**config.mk**
```make
export PLATFORM = sky130hd
export DESIGN_NAME = adc_spi_scheduler_flat
export DESIGN_NICKNAME = d
export VERILOG_FILES = /design/src/rtl/adc_spi_scheduler_if.sv /design/src/rtl/adc_spi_scheduler.sv /design/src/flat_wrapper.sv
export SDC_FILE = /design/constraint.sdc
export NUM_CORES = 1
export LEC_CHECK = 0
export BUFFER_PORTS_ARGS = -buffer_cell sky130_fd_sc_hd__buf_4
export CAP_MARGIN = 10
export CORE_MARGIN = 3
export CORE_UTILIZATION = 52
export CTS_CLUSTER_DIAMETER = 60
export DETAILED_ROUTE_END_ITERATION = 8
export PLACE_DENSITY_LB_ADDON = 0.2
export SYNTH_ARGS = -nofsm -noshare
export SYNTH_HDL_FRONTEND = slang
export SYNTH_SLANG_ARGS = --single-unit
```
**constraint.sdc**
```tcl
create_clock -name clk -period 4.6 [get_ports clk]
set_input_delay 0.23 -clock clk [delete_from_list [all_inputs] [get_ports clk]]
set_output_delay 0.23 -clock clk [all_outputs]
set_load 0.005 [all_outputs]
```
**src/rtl/adc_spi_scheduler_if.sv**
```systemverilog
`default_nettype none
// ============================================================================
// Module   : adc_spi_scheduler_if
// Brief    : Requester/SPI-engine bundle for the shared ADC scheduler.
// Revision : 1.0 - initial release
// ============================================================================
interface adc_spi_scheduler_if #(
    parameter int NREQ   = 3,
    parameter int CH_W   = 3,
    parameter int DATA_W = 12
);
    logic [NREQ-1:0]      req;
    logic [NREQ*CH_W-1:0] req_ch;
    logic [NREQ-1:0]      gnt;
    logic [NREQ-1:0]      rsp_valid;
    logic [DATA_W-1:0]    rsp_data;
    logic                 rsp_err;
    logic [CH_W-1:0]      spi_add;
    logic                 spi_start;
    logic                 spi_busy;
    logic                 spi_done;
    logic [DATA_W-1:0]    spi_data;

    modport slave (
        input  req, req_ch, spi_busy, spi_done, spi_data,
        output gnt, rsp_valid, rsp_data, rsp_err, spi_add, spi_start
    );

    modport master (
        output req, req_ch, spi_busy, spi_done, spi_data,
        input  gnt, rsp_valid, rsp_data, rsp_err, spi_add, spi_start
    );
endinterface
`default_nettype wire

```
**src/rtl/adc_spi_scheduler.sv**
```systemverilog
`default_nettype none
// ============================================================================
// Module   : adc_spi_scheduler
// Brief    : Round-robin sharing of one ADC SPI engine among NREQ requesters.
//            Optional WAIT timeout enabled by defining ADC_TIMEOUT_EN.
// Revision : 1.0 - initial release
// ============================================================================
module adc_spi_scheduler #(
    parameter int NREQ        = 3,
    parameter int CH_W        = 3,
    parameter int DATA_W      = 12,
    parameter int TIMEOUT_CYC = 4096
) (
    input wire                 clk,
    input wire                 rst_n,
    adc_spi_scheduler_if.slave bus
);
    localparam int IDX_W = (NREQ > 1) ? $clog2(NREQ) : 1;

    typedef enum logic [2:0] {
        S_IDLE    = 3'd0,
        S_ARB_GNT = 3'd1,
        S_START   = 3'd2,
        S_WAIT    = 3'd3,
        S_RESP    = 3'd4
    } state_t;

    state_t            state_q, state_d;
    logic [IDX_W-1:0]  ptr_q, ptr_d;
    logic [IDX_W-1:0]  win_q, win_d;
    logic [NREQ-1:0]   gnt_q, gnt_d;
    logic [NREQ-1:0]   rsp_valid_q, rsp_valid_d;
    logic [DATA_W-1:0] rsp_data_q, rsp_data_d;
    logic [CH_W-1:0]   spi_add_q, spi_add_d;
    logic              spi_start_w;
    logic              arb_found;
    logic [IDX_W-1:0]  arb_idx;
    int                arb_pos;

`ifdef ADC_TIMEOUT_EN
    localparam int CNT_W = $clog2(TIMEOUT_CYC);
    logic [CNT_W-1:0]  cnt_q, cnt_d;
    logic              rsp_err_q, rsp_err_d;
`endif

    // Search starts one past the last winner so a just-served requester ranks last.
    always_comb begin
        arb_found = 1'b0;
        arb_idx   = ptr_q;
        arb_pos   = 0;
        for (int k = 1; k <= NREQ; k++) begin
            arb_pos = (int'(ptr_q) + k) % NREQ;
            if (!arb_found && bus.req[arb_pos]) begin
                arb_found = 1'b1;
                arb_idx   = IDX_W'(arb_pos);
            end
        end
    end

    always_comb begin
        state_d     = state_q;
        ptr_d       = ptr_q;
        win_d       = win_q;
        gnt_d       = '0;
        rsp_valid_d = '0;
        rsp_data_d  = rsp_data_q;
        spi_add_d   = spi_add_q;
        spi_start_w = 1'b0;
`ifdef ADC_TIMEOUT_EN
        cnt_d       = cnt_q;
        rsp_err_d   = rsp_err_q;
`endif
        case (state_q)
            S_IDLE: begin
                if (arb_found) begin
                    win_d     = arb_idx;
                    ptr_d     = arb_idx;
                    gnt_d     = NREQ'(1) << arb_idx;
                    spi_add_d = bus.req_ch[int'(arb_idx)*CH_W +: CH_W];
                    state_d   = S_ARB_GNT;
                end
            end
            S_ARB_GNT: state_d = S_START;
            S_START: begin
                if (!bus.spi_busy) begin
                    spi_start_w = 1'b1;
                    state_d     = S_WAIT;
`ifdef ADC_TIMEOUT_EN
                    cnt_d       = '0;
`endif
                end
            end
            S_WAIT: begin
                if (bus.spi_done) begin
                    rsp_valid_d = NREQ'(1) << win_q;
                    rsp_data_d  = bus.spi_data;
                    state_d     = S_RESP;
`ifdef ADC_TIMEOUT_EN
                    rsp_err_d   = 1'b0;
                end else if (cnt_q == CNT_W'(TIMEOUT_CYC - 1)) begin
                    rsp_valid_d = NREQ'(1) << win_q;
                    rsp_data_d  = '0;
                    rsp_err_d   = 1'b1;
                    state_d     = S_RESP;
                end else begin
                    cnt_d       = cnt_q + CNT_W'(1);
`endif
                end
            end
            S_RESP:  state_d = S_IDLE;
            default: state_d = S_IDLE;
        endcase
    end

    always_ff @(posedge clk or negedge rst_n) begin
        if (!rst_n) begin
            state_q     <= S_IDLE;
            ptr_q       <= IDX_W'(NREQ - 1);
            win_q       <= '0;
            gnt_q       <= '0;
            rsp_valid_q <= '0;
            rsp_data_q  <= '0;
            spi_add_q   <= '0;
`ifdef ADC_TIMEOUT_EN
            cnt_q       <= '0;
            rsp_err_q   <= 1'b0;
`endif
        end else begin
            state_q     <= state_d;
            ptr_q       <= ptr_d;
            win_q       <= win_d;
            gnt_q       <= gnt_d;
            rsp_valid_q <= rsp_valid_d;
            rsp_data_q  <= rsp_data_d;
            spi_add_q   <= spi_add_d;
`ifdef ADC_TIMEOUT_EN
            cnt_q       <= cnt_d;
            rsp_err_q   <= rsp_err_d;
`endif
        end
    end

    assign bus.gnt       = gnt_q;
    assign bus.rsp_valid = rsp_valid_q;
    assign bus.rsp_data  = rsp_data_q;
    assign bus.spi_add   = spi_add_q;
    assign bus.spi_start = spi_start_w;
`ifdef ADC_TIMEOUT_EN
    assign bus.rsp_err   = rsp_err_q;
`else
    assign bus.rsp_err   = 1'b0;
`endif

endmodule
`default_nettype wire

```
**src/flat_wrapper.sv**
```systemverilog
// flat-port wrapper written by rule: the top's interface ports become plain ports
module adc_spi_scheduler_flat 
#(
    parameter int NREQ        = 3,
    parameter int CH_W        = 3,
    parameter int DATA_W      = 12,
    parameter int TIMEOUT_CYC = 4096
)
  (clk, rst_n, bus_req, bus_req_ch, bus_spi_busy, bus_spi_done, bus_spi_data, bus_gnt, bus_rsp_valid, bus_rsp_data, bus_rsp_err, bus_spi_add, bus_spi_start);
  adc_spi_scheduler_if #(.NREQ(NREQ), .CH_W(CH_W), .DATA_W(DATA_W)) bus_i ();
  input wire clk;
  input wire rst_n;
  input wire logic [$bits(bus_i.req)-1:0] bus_req;
  input wire logic [$bits(bus_i.req_ch)-1:0] bus_req_ch;
  input wire logic [$bits(bus_i.spi_busy)-1:0] bus_spi_busy;
  input wire logic [$bits(bus_i.spi_done)-1:0] bus_spi_done;
  input wire logic [$bits(bus_i.spi_data)-1:0] bus_spi_data;
  output wire logic [$bits(bus_i.gnt)-1:0] bus_gnt;
  output wire logic [$bits(bus_i.rsp_valid)-1:0] bus_rsp_valid;
  output wire logic [$bits(bus_i.rsp_data)-1:0] bus_rsp_data;
  output wire logic [$bits(bus_i.rsp_err)-1:0] bus_rsp_err;
  output wire logic [$bits(bus_i.spi_add)-1:0] bus_spi_add;
  output wire logic [$bits(bus_i.spi_start)-1:0] bus_spi_start;
  assign bus_i.req = bus_req;
  assign bus_i.req_ch = bus_req_ch;
  assign bus_i.spi_busy = bus_spi_busy;
  assign bus_i.spi_done = bus_spi_done;
  assign bus_i.spi_data = bus_spi_data;
  assign bus_gnt = bus_i.gnt;
  assign bus_rsp_valid = bus_i.rsp_valid;
  assign bus_rsp_data = bus_i.rsp_data;
  assign bus_rsp_err = bus_i.rsp_err;
  assign bus_spi_add = bus_i.spi_add;
  assign bus_spi_start = bus_i.spi_start;
  adc_spi_scheduler #(.NREQ(NREQ), .CH_W(CH_W), .DATA_W(DATA_W), .TIMEOUT_CYC(TIMEOUT_CYC)) u_core (.clk(clk), .rst_n(rst_n), .bus(bus_i));
endmodule
```
After elaboration in Yosys (flattened, before gate mapping):

Index checks and enable logic that the tools add are counted.

* register bits: 28
* latch bits: 0
* RAM bits: 0
* ROM bits: 0
* bits of input ports: 28
* output and inout bits: 23
* logic and storage cells: 59
* memories: 0

* $add $sub $neg: 3
* multipliers: 1
* div/mod/pow operators: 3
* $lt $le $gt $ge: 3
* eq/ne operators: 6
* shift operators: 3
* mux-type cells: 25
* bitwise gates (word level): 0
* reductions and logical operators: 8

Operator list (count)
* $lt 32x4->1 const B: 3
* $mod 32x3->32 const B: 3
* $shiftx 9x32->3: 1
* $mux 3: 7
* $pmux 3 s4: 1
* $mux 1: 11
* $add 2x2->3 const B: 2
* $bmux 1 s2: 3
* $eq 3x2->1 const B: 2
* $mux 2: 3
* $shl 1x2->3 const A: 2
* $mul 2x2->4 const B: 1
* $ne 2x2->1 const B: 2
* $reduce_and 2->1: 2
* $add 2x1->3 const B: 1
* $eq 3x1->1 const B: 1
* $logic_not 3->1: 1
* $reduce_and 3->1: 1
* $logic_and 1x1->1: 2
* $logic_not 1->1: 2
* $ne 2x1->1 const B: 1

Depth between registers and ports, before layout:

Gate-level depths: netlist of run 1.

* depth in word-level cells: 15
* gate-level depth with buffers: 9
* mapped depth without buffers: 8

Worst setup path before layout of run 1:

No wires, ideal clock.

* kind: reg2reg
* start point: reg u_core.win_q[0] (netlist name)
* end point: reg u_core.spi_add_q[0], in the netlist u_core.bus.spi_add[0]
* setup time: 0.127 ns
* arrival: 2.075 ns
* required time: 4.473 ns
* slack: 2.398 ns
* stages on the path, launching flop included: 10
* path buffers: 1
* period minus slack after synthesis: 2.202 ns
* cells stage by stage: dfrtp_1 inv_1 ha_1 buf_2 mux2i_1 o21a_1 nand3_1 o22ai_4 mux2i_1 o211ai_2

RTL lines
* end signal: assignment: line adc_spi_scheduler.sv:135 `spi_add_q <= spi_add_d;`
* end: declaration: line adc_spi_scheduler.sv:34 `logic [CH_W-1:0] spi_add_q, spi_add_d;`

==> results of run 1 <==
==> critical path, delay by kind of cell, from the launching register on <==
kind	cells	cell delay, ns
muxes	2	0.60
and+or+nand+nor	1	0.14
adders and majority gates	1	0.48
buffers and inverters	1	0.13
DFF	1	0.50
AOI/OAI and AO/OA	3	0.53
==> where the power goes <==
group | switching [W] | internal [W] | total (W) | leakage, nW
Clock | 0.0000774 | 0.0000356 | 0.000113 | 0.0183
Sequential | 0.0000717 | 0.000341 | 0.000413 | 0.342
Combinational | 0.000371 | 0.000345 | 0.000716 | 0.598
Total | 0.000520 | 0.000721 | 0.00124 | 0.958
==> how the worst min path moves through the flow <==
stage               cells after the start                      end  slack [ns]
global placement                        1   u_core.bus.rsp_data[2]        0.15
global route                            3   u_core.bus.rsp_data[0]        0.04
floorplan                               0        u_core.bus.gnt[0]       -0.07
detailed placement                      1   u_core.bus.rsp_data[2]        0.16
finish                                  3  u_core.bus.rsp_data[11]        0.07
CTS                                     3   u_core.bus.rsp_data[0]        0.06
==> metrics by stage <==
stage,total power [W],instances
after floorplan,0.000905,144
after global placement,0.00110,217
after detailed placement,0.00114,217
after CTS,0.00125,222
after global routing,0.00135,222
final,0.00124,222
==> area by class of cell <==
class,instances,area [um2],area share [%]
clock buffer,3,22.5,1.25
clock inverter,1,8.76,0.486
inverter,6,22.5,1.25
multi-input combinational,105,657,36.4
sequential,27,677,37.5
tap,30,37.5,2.08
timing repair buffer,50,378,21.0
==> flip-flops by register name, summed over array words and instances, names as in the netlist <==
signal,count
u_core.bus.rsp_data,12
u_core.bus.gnt,3
u_core.bus.rsp_valid,3
u_core.bus.spi_add,3
u_core.state_q,3
u_core.win_q,2
u_core.ptr_q,1
==> Yosys cell counts <==
cell       n  area (um2)
and2_1     1        6.26
mux2i_1    6        60.1
a211oi_1   1        7.51
a21o_1     2        15.0
nor4_1     1        6.26
nand3b_1   4        30.0
o211a_1    1        10.0
nand3_1    5        25.0
a21oi_1    2        10.0
o22a_1     1        8.76
dfstp_2    1        26.3
o21ai_1    1        5.00
nor2_1     7        26.3
and3_1     1        6.26
o22ai_4    1        20.0
o311a_4    1        21.3
o21ai_0    1        5.00
nand2_1   40         150
o22ai_1    1        6.26
mux2_2     1        11.3
nor3_1     5        25.0
buf_4      1        7.51
or3b_1     1        8.76
dfrtp_1   26         651
a211o_1    1        8.76
ha_1       4        50.1
o21a_1     3        22.5
o31ai_1    1        7.51
buf_2      1        5.00
o211ai_2   3        37.5
nand2b_1   2        12.5
clkbuf_1   2        7.51
buf_6      2        22.5
nor4b_1    1        8.76
o31a_1     1        8.76
a21boi_1   1        7.51
and2b_1    1        7.51
inv_1      6        22.5
conb_1     1        3.75
o21ai_2    2        17.5
==> cell families after synthesis <==
family / count (synthesis) / share of synthesized area [%]
AO/OA/AOI/OAI: 24 / 15.7
adder cells (fa/ha/maj): 4 / 3.58
buffers and inverters: 12 / 4.65
flip-flops: 27 / 48.4
multiplexers: 7 / 5.10
other: 1 / 0.268
AND/OR/NAND/NOR: 69 / 22.4
==> routing by layer <==
layer  wire length (um)  track usage (%)
met1               1290             25.6
met4                 18             4.97
met2               1630             37.3
met3                188             3.56
met5                  0                0
==> impl_metrics.tcl, run 1 <==
set metrics [dict create \
    fin_crit_ns 2.49 \
    fp-row-count 18 \
    area_growth_pct 28.9 \
    cts.sinks 27 \
    initial_core_util_pct 55.5 \
    crit_chain "inv_1, ha_1, mux2i_1, o21a_1, nand3_1, o22ai_4, mux2i_1, o211ai_2" \
    core_area_um2 2520 \
    post-route-period-util_pct 54.1 \
    setup_ws_ns 2.11 \
    drt_iter0_drc 50 \
    min-delay-start "bus_spi_data[11]" \
    num-fill-cells 211 \
    grt_pass1_vias 1172 \
    skew_ns 0.00449 \
    ys_seq_elements 27 \
    setup_viol_count_final 0 \
    grt_pass1_wl_mm 5.29 \
    critical_path_class "reg2reg" \
    worstPathArrival_ns 2.73 \
    slowest_delay_ns 0.50 \
    maxCapViolCount 0 \
    cts_hold_buf 1 \
    slew_viol_final 0 \
    hp-class "in2reg" \
    root_buffer "clkbuf_4" \
    syn_inst 144 \
    synth_nets 176 \
    via_per_inst 5.33 \
    path_max_fanout 10 \
    path_clk_slew_ns 0.16 \
    final_nets 225 \
    layout-drive-gt1-share_pct 32.3 \
    max_slew.worst_pin.slew_ns 0.571 \
    end_kind "flip-flop" \
    r2r_slack_ns 2.11 \
    layout_common_cells "buf_4, nand2_1, dfrtp_1" \
    gp_congestion 0.936 \
    cts_setup_buffers 0 \
    final_common_cell "buf_4" \
    ant_nets 0 \
    cts_resized 0 \
    power_density_nw_per_um2 689 \
    reg2reg_depth 8 \
    grt_util_all_layers_pct 20.7 \
    dpl-instance-area_um2 1760 \
    design_area_um2 1800 \
    num_vias 1184 \
    ioPinCount 51 \
    routed_wirelength_mm 3.13 \
    grt_max_degree 28 \
    fin_util_pct 71.5 \
    dpl.hpwl_mm 2.46 \
    numCtsBuffers 3 \
    tns_ns 0 \
    yosysWarnings 0 \
    cts_tree "done" \
    crit_end "u_core.bus.spi_add[2]" \
    syn-mean-instance-area_um2 9.71 \
    max_freq_mhz 402 \
    ys_seq_area_share_pct 48.4 \
    die_w_um 57.9 \
    antenna_found_initial 0 \
    ir_drop_mv 0.396 \
    regToRegEndpoint "u_core.bus.spi_add[2]" \
    drc 0 \
    antenna_cells 0 \
    die_h_um 57.9 \
    critPathLaunch "u_core.win_q[0]" \
    ys_types 40 \
    rsz0062_at_grt "no" \
    rr_startpoint "u_core.win_q[0]" \
    status "finished, final reports clean" \
    io_buffers 49 \
    clock_path_buffers 2 \
    holdWs_ns 0.0667 \
    grt_overflow 0 \
    htree_levels 1 \
    dieArea_um2 3350 \
    leakage_nw 0.958 \
    clk_latency_ns 0.34 \
    critPathLaunchType "flip-flop" \
    place_ws_ns 2.13 \
    crit_slowest_cell "dfrtp_1" \
    hold_viol 0 \
    relSlewSlack_pct 61.6 \
    syn-cell-area_um2 1400 \
    path_common_cell "mux2i_1" \
    wl_per_cell_um 14.1 \
    cp.required_ns 4.84 \
    firstDrtPassIters 4 \
]
Note: power is estimated with default switching activity, not from simulation.
==> run 2: changes to the inputs <==
CORE_UTILIZATION = 44   (was 52)
clock period = 2.1 ns   (was 4.6 ns; I/O delays follow)
==> run 2 against run 1 <==
Net effect:
- the flow now finishes with violations (negative hold slack, negative setup slack)
- non-clock buffer count increased by 30
- critical path depth increased by 1
- clock skew is 0.0037 ns higher
- worst setup slack lost 2.2 ns
- sequential cell count stayed put
- largest power group unchanged
- final area rose by 20%
- via count grew 16%
==> impl_metrics.tcl, run 2 (synthesis gave the netlist of run 1 again) <==
set metrics [dict create \
    status "finished, violations left" \
    violations "negative hold slack, negative setup slack" \
    setup_viol_count_final 4 \
    core_area_um2 2900 \
    post-route-period-util_pct 102 \
    clock_path_buffers 2 \
    largest_register_ffs 12 \
    io_buffers 49 \
    cp.required_ns 2.34 \
    num-fill-cells 207 \
    grt_util_all_layers_pct 20.2 \
    end_kind "flip-flop" \
    cts.sinks 27 \
    seq_power_share_pct 27.6 \
    intPower_w 0.00195 \
    num_vias 1374 \
    switching_share_pct 40.1 \
    ant_nets 0 \
    htree_levels 1 \
    leakage_nw 1.09 \
    max_freq_mhz 467 \
    clk_latency_ns 0.34 \
    multi_input_area_um2 743 \
    finalNonFillerCells 264 \
    path_max_fanout 5 \
    via_per_inst 5.20 \
    drc 0 \
    ir_drop_mv 1.03 \
    path_clk_slew_ns 0.16 \
    dpl-instance-area_um2 1890 \
    place_inst 243 \
    numCtsBuffers 3 \
    gp_congestion 0.959 \
    dpl.hpwl_mm 2.62 \
    drt_iter0_drc 73 \
    seq_area_um2 678 \
    layout_common_cells "buf_4, nand2_1, dfrtp_1" \
    grt_overflow 0 \
    rsz0062_at_grt "yes" \
    die_h_um 62.4 \
    wl_per_cell_um 14.1 \
    initial_core_util_pct 48.2 \
    critical_path_class "reg2reg" \
    die_w_um 62.4 \
    slew_viol_final 0 \
    hold_viol 1 \
    firstDrtPassIters 5 \
    pwr-share-clk_pct 7.6 \
    cts_tree "done" \
    worstPathArrival_ns 2.38 \
    final_common_cell "buf_4" \
    power_density_nw_per_um2 1510 \
    ioPinCount 51 \
    grt_pass1_wl_mm 6.46 \
    skew_ns 0.00815 \
    antenna_cells 0 \
    setup_ws_ns -0.0403 \
    hp-class "in2reg" \
    power_frac_comb_pct 64.8 \
    antenna_found_initial 0 \
    grt_max_degree 28 \
    fin_crit_ns 2.14 \
    critPathLaunchType "flip-flop" \
    grt_pass1_vias 1414 \
    root_buffer "clkbuf_4" \
    design_area_um2 2160 \
    fp-row-count 19 \
    switchingPower_w 0.00131 \
    area_growth_pct 54.5 \
    layout-drive-gt1-share_pct 42.3 \
    place_ws_ns -0.124 \
    final_nets 255 \
    routed_wirelength_mm 3.72 \
    holdWs_ns -0.00147 \
    dieArea_um2 3890 \
    maxCapViolCount 0 \
]
==> run 2: worst paths after layout <==
path,from,endpoint,slack (ns),depth (start not counted)
max in group asynchronous,rst_n,u_core.ptr_q[1],1.63,2
min reg2reg,u_core.state_q[2],u_core.state_q[0],0.49,1
min,bus_req_ch[6],u_core.bus.spi_add[0],-0.001,3
max,u_core.ptr_q[1],u_core.win_q[0],-0.04,9
min in group asynchronous,rst_n,u_core.state_q[0],0.18,2
max reg2reg,u_core.ptr_q[1],u_core.win_q[0],-0.04,9
==> run 2: metal layers <==
layer	GRT usage, %	share of wire (%)	vias up
met5	0	0	-
met4	3.86	0.46	0
met3	3.42	6.0	4
met2	39.0	55	71
met1	23.3	39	654
li1	-	-	645
==> run 2: power groups by stage <==
stage          logic [W]  clock network [W]  registers, W
6_report         0.00211           0.000247      0.000898
5_1_grt          0.00230           0.000277      0.000932
4_1_cts          0.00205           0.000248      0.000894
3_5_place_dp     0.00184                  0      0.000899
3_3_place_gp     0.00176                  0      0.000889
2_1_floorplan    0.00110                  0      0.000910
==> run 2: cell type report <==
cell class                 count  area share, %
clock buffer                   3           1.04
clock inverter                 1          0.405
inverter                       6           1.04
multi-input combinational    105           34.4
sequential                    27           31.4
tap                           42           2.43
timing repair buffer          80           29.3
==> run 2: what timing repair did <==
item	in CTS	in global routing
endpoints found under the hold margin	39	0
endpoints found under the setup margin	8	9
pin swaps	6	1
hold buffers	13	0
setup buffers	4	0
gates resized for setup	10	4
==> run 2: metrics by stage <==
stage	TNS, ns	hold WS (ns)	util (%)	total power (W)
3_5_place_dp	-0.668	0.0334	65.2	0.00274
5_1_grt	-0.521	0.00124	74.5	0.00351
2_1_floorplan	-0.0414	-0.191	-	0.00201
4_1_cts	-0.0426	0.00690	74.0	0.00319
6_report	-0.134	-0.00147	74.5	0.00326
3_3_place_gp	-0.0728	0.0276	65.2	0.00264
==> run 2: critical path: stages (launching register included) <==
cell     delay, ns
dfstp_2       0.60
inv_2         0.08
ha_4          0.18
mux2i_4       0.19
o21ai_2       0.11
buf_4         0.17
nor3_1        0.16
nor2_1        0.08
o22a_1        0.19
mux2_2        0.27
